`src/rtl/score_logger.sv`:
```
// score_logger: write-side controller for the 32-entry score storage.
// Zero-fills the storage, logs game-over scores, and flags new highs.
module score_logger (
  input  logic       clock,
  input  logic       reset,
  input  logic       game_over,
  input  logic [9:0] score,
  input  logic       clear_req,
  input  logic [9:0] largest_value,
  output logic [4:0] address,
  output logic [9:0] data,
  output logic       wren,
  output logic       busy,
  output logic       new_high,
  output logic [5:0] entries
);

  typedef enum logic [1:0] {
    INIT,
    CLEAR,
    IDLE,
    WRITE
  } state_t;

  state_t     state;
  state_t     state_n;
  logic [4:0] wr_ptr;
  logic [4:0] clr_idx;
  logic [9:0] score_q;
  logic       go_q;
  logic       go_pending;
  logic       clr_pending;
  logic       go_edge;
  logic       want_clear;

  assign go_edge    = game_over & ~go_q;
  assign want_clear = clear_req | clr_pending;

  // State register; reset restarts the full zero-fill.
  always_ff @(posedge clock or posedge reset) begin
    if (reset) state <= INIT;
    else       state <= state_n;
  end

  // Next state and storage write port, decoded from the current state.
  always_comb begin
    state_n = state;
    address = 5'd0;
    data    = 10'd0;
    wren    = 1'b0;
    busy    = 1'b1;
    unique case (state)
      INIT: begin
        state_n = CLEAR;
      end
      CLEAR: begin
        wren    = 1'b1;
        address = clr_idx;
        if (clr_idx == 5'd31) state_n = IDLE;
      end
      IDLE: begin
        busy    = 1'b0;
        address = wr_ptr;
        if (want_clear)                 state_n = CLEAR;
        else if (go_pending || go_edge) state_n = WRITE;
      end
      WRITE: begin
        wren    = 1'b1;
        address = wr_ptr;
        data    = score_q;
        state_n = IDLE;
      end
    endcase
  end

  // Pointers, occupancy, pending events and the new-high pulse.
  always_ff @(posedge clock or posedge reset) begin
    if (reset) begin
      wr_ptr      <= 5'd0;
      clr_idx     <= 5'd0;
      entries     <= 6'd0;
      score_q     <= 10'd0;
      go_q        <= 1'b0;
      go_pending  <= 1'b0;
      clr_pending <= 1'b0;
      new_high    <= 1'b0;
    end else begin
      go_q     <= game_over;
      new_high <= 1'b0;
      unique case (state)
        INIT: begin
          if (go_edge) begin
            go_pending <= 1'b1;
            score_q    <= score;
          end
        end
        CLEAR: begin
          clr_idx <= clr_idx + 5'd1;
          if (clr_idx == 5'd31) begin
            wr_ptr  <= 5'd0;
            entries <= 6'd0;
          end
          if (go_edge) begin
            go_pending <= 1'b1;
            score_q    <= score;
          end
        end
        IDLE: begin
          if (want_clear) begin
            clr_idx     <= 5'd0;
            go_pending  <= 1'b0;
            clr_pending <= 1'b0;
          end else if (go_pending) begin
            go_pending <= 1'b0;
          end else if (go_edge) begin
            score_q <= score;
          end
        end
        WRITE: begin
          wr_ptr <= wr_ptr + 5'd1;
          if (entries != 6'd32) entries <= entries + 6'd1;
          new_high <= (entries == 6'd0) || (score_q > largest_value);
          if (clear_req) clr_pending <= 1'b1;
          if (go_edge) begin
            go_pending <= 1'b1;
            score_q    <= score;
          end
        end
      endcase
    end
  end

endmodule

```
`config.mk`:
```
export PLATFORM = sky130hd
export DESIGN_NAME = score_logger
export DESIGN_NICKNAME = d
export VERILOG_FILES = /design/src/rtl/score_logger.sv
export SDC_FILE = /design/constraint.sdc
export NUM_CORES = 1
export LEC_CHECK = 0
export BUFFER_PORTS_ARGS = -buffer_cell sky130_fd_sc_hd__buf_2
export CAP_MARGIN = 20
export CORE_ASPECT_RATIO = 1.5
export CORE_MARGIN = 4
export CORE_UTILIZATION = 50
export CTS_BUF_LIST = sky130_fd_sc_hd__clkbuf_4 sky130_fd_sc_hd__clkbuf_8
export DETAILED_ROUTE_END_ITERATION = 8
export PLACE_DENSITY = 0.72
export RECOVER_POWER = 25
export SLEW_MARGIN = 20
export SYNTH_ARGS = -nofsm -noshare
export SYNTH_HDL_FRONTEND = slang
export SYNTH_SLANG_ARGS = --single-unit
```
`constraint.sdc`:
```
create_clock -name clock -period 2.8 [get_ports clock]
set_clock_uncertainty 0.15 [all_clocks]
set_input_delay 0.42 -clock clock [delete_from_list [all_inputs] [get_ports clock]]
set_output_delay 0.42 -clock clock [all_outputs]
set_load 0.02 [all_outputs]
```
==> key figures <==
Logic synthesis
  • Synthesis Warnings: 0
  • Asr flop ratio synth: 100%
  • Mapped cell area: around 0.0018 mm2
  • EDFF count, synth: 0
  • Sequential area share after synthesis: between 40% and 50%
  • Post-synthesis cell count: 183
  • Syn Nets: between 200 and 250
  • Yosys reg bits: 32
  • Dominant synthesized flop cell: dfrtp_1
  • Netlist cell types: 43
  • Syn avg cell area: 10.0 um2

Clock network
  • Clk Latency, worst-skew pair: between 0.2 and 0.3 ns
  • CTS Buffer Depth: 2
  • CTS tree: built
  • Post_cts resized: 0
  • Post-CTS setup buffers: 0
  • CTS Buf Count: 5
  • H-tree Lvls: 2
  • # clock sinks: 32
  • Root buf cell: clkbuf_8
  • CTS Hold Bufs: 0
  • CTS clk-pin slew, worst paths: about 0.06 ns

Timing
  • Fin crit share: about nine tenths
  • Tmin final: around 2.5 ns
  • Slew HR: slightly below 40%
  • Fmax: 0.395 GHz
  • RSZ-0062 raised after global routing: false
  • Fin. max-slew vios: 0
  • Setup_tns: 0 ns
  • Fin. Hold Viols: 0
  • Worst Max-Slew Pin Slew: between 0.9 and 1 ns
  • Final setup viols: 0

Power
  • Clock share of power: 19.2%
  • Reg power frac: ~39%
  • Switching part of the total: between 40 and 50%
  • Pint: between 1 and 1.5 mW
  • VDD IR-drop max: between 500 and 600 uV
  • Sw Pwr: 0.794 mW
  • Lkg Pwr: around 1.2 nW
  • Overall power: 1.97 mW
  • Combinational share of power: about 41%
  • Power Density: around 900 mW/mm2

Critical path
  • Critical Path Start Type: flip-flop
  • Max FO, Critical Path: 24
  • Worst Reg2Reg Path Length in Cells: 4
  • Worst Path Required: around 2.2 ns
  • FF-to-FF End: score_q[6]
  • Crit path launch: state[0]
  • CP arrival: ~2.0 ns
  • Internal reg-to-reg setup slack: 0.68 ns
  • RR Startpoint: state[0]
  • Type of the worst setup path: reg2out
  • Crit end category: primary output

Layout
  • Area Growth Syn to Fin: 19.6%
  • Most common library cell in the layout ignoring fill and taps: buf_2
  • FILL cells: approximately 300
  • Layout cells sized above 1: 31.5%
  • Register area: 801 um2
  • # diodes: 0
  • Layout Nets: 270
  • Most frequent cells in the layout: buf_2, dfrtp_1, nand2_1, inv_1, ha_1
  • Multi-input combinational cell area: 945 um2

GRT
  • Total GRT Usage: between 10% and 20%
  • Number of global-route vias before repair: 1567
  • First-pass GRT wire length: between 6000 and 7000 um
  • Largest net degree at the start of global routing: 30
  • Grt total ovfl: 0
  • Initial antenna violation count: 0

Placement
  • DP Wirelength: roughly 3100 um
  • Buffers added on ports: 47
  • Global placer's final weighted congestion: slightly below 0.8

Detailed routing
  • Via count: 1513
  • Antenna-violating nets left: 0
  • DRT Pass-1 Iters: 4
  • Initial DRC count: 47
  • Post-DR wirelength/cell: between 10 and 15 um
  • DR DRC count: 0
  • Vias per cell: between 5 and 6
  • Final wirelength: roughly 4000 um

Die
  • Starting Density: roughly 53%
  • Area of the die: 0.00473 mm2
  • I/O pin total: 48
  • Core Box Area: roughly 0.0035 mm2
  • Site Rows: 26
  • Die Wd: 57.5 um
  • Die Y: approximately 80 um

Run status
  • Outcome: complete, no violations

Job
  • Max_cap viols: 0

Min path
  • HP Class: in2async
==> flip-flops by register name, summed over array words and instances (netlist names) <==
signal       flops
wr_ptr           5
entries          6
clr_pending      1
new_high         1
state            2
go_q             1
score_q         10
go_pending       1
clr_idx          5
==> layout make-up <==
cell class / count / share of cell area [%]
multi-input combinational: 128 / 43.0
sequential: 32 / 36.4
timing repair buffer: 49 / 11.2
clock buffer: 8 / 4.44
inverter: 15 / 2.56
tap: 42 / 2.39
==> through the flow <==
step | cell area [um2] | cells | util (%) | hold slack, ns | setup slack, ns
final | 2200 | 274 | 63.1 | 0.0494 | 0.269
after global routing | 2200 | 274 | 63.1 | 0.106 | 0.0835
after CTS | 2200 | 274 | 63.3 | 0.0674 | 0.276
after detailed placement | 2100 | 266 | 60.5 | 0.349 | 0.590
after global placement | 2100 | 266 | 60.5 | 0.342 | 0.621
after floorplan | 1840 | 183 | - | 0.301 | 0.762
==> cell families after synthesis <==
kind of cell,after synthesis,synth area share (%)
AO/OA/AOI/OAI,35,13.5
XOR/XNOR,6,2.86
adder cells (fa/ha/maj),15,10.2
buffers and inverters,23,4.97
flip-flops,32,43.6
multiplexers,11,6.68
AND/OR/NAND/NOR,61,18.2
==> how the worst max path moves through the flow <==
stage               slack (ns)          to
floorplan                 0.76  address[4]
global placement          0.62  address[0]
detailed placement        0.59  address[1]
CTS                       0.28  address[1]
global route              0.08  address[3]
finish                    0.27  address[1]
==> worst max-delay path, cell delays in order, from the launching register on <==
cell	delay [ns]
dfrtp_1	0.78
nor2b_1	0.55
a22o_1	0.20
buf_2	0.16
==> power by group through the flow <==
stage | combinational [mW] | sequential [mW] | clock, mW
after global placement | 0.810 | 0.778 | 0
after floorplan | 0.606 | 0.760 | 0
after CTS | 0.832 | 0.776 | 0.393
after detailed placement | 0.826 | 0.784 | 0
after global routing | 0.929 | 0.802 | 0.418
final | 0.817 | 0.778 | 0.379
==> metal layers <==
metal  routed length (um)  up-vias  track usage [%]  part of all wire (%)
met4                   51        0             6.96                   1.3
met5                    0        -                0                     0
met3                  206        7             4.82                   5.2
li1                     -      741                -                     -
met2                 2170       39             34.8                    55
met1                 1540      726             20.0                    39
==> synth_stat cells, drive strengths merged (2+ instances only) <==
master	n	area, um2
ha	15	188
a21o	2	15.0
o21ai	8	43.8
mux2	10	113
nand4	5	31.3
and4	2	17.5
xor2	5	43.8
nor2	14	52.6
a21oi	7	35.0
nand3	2	10.0
inv	15	56.3
and2	3	20.0
nor2b	5	46.3
and3	10	62.6
nand2	15	56.3
o22ai	2	12.5
buf	2	12.5
a22o	4	35.0
clkbuf	6	22.5
dfrtp	32	801
(Power assumes the default switching activity.)
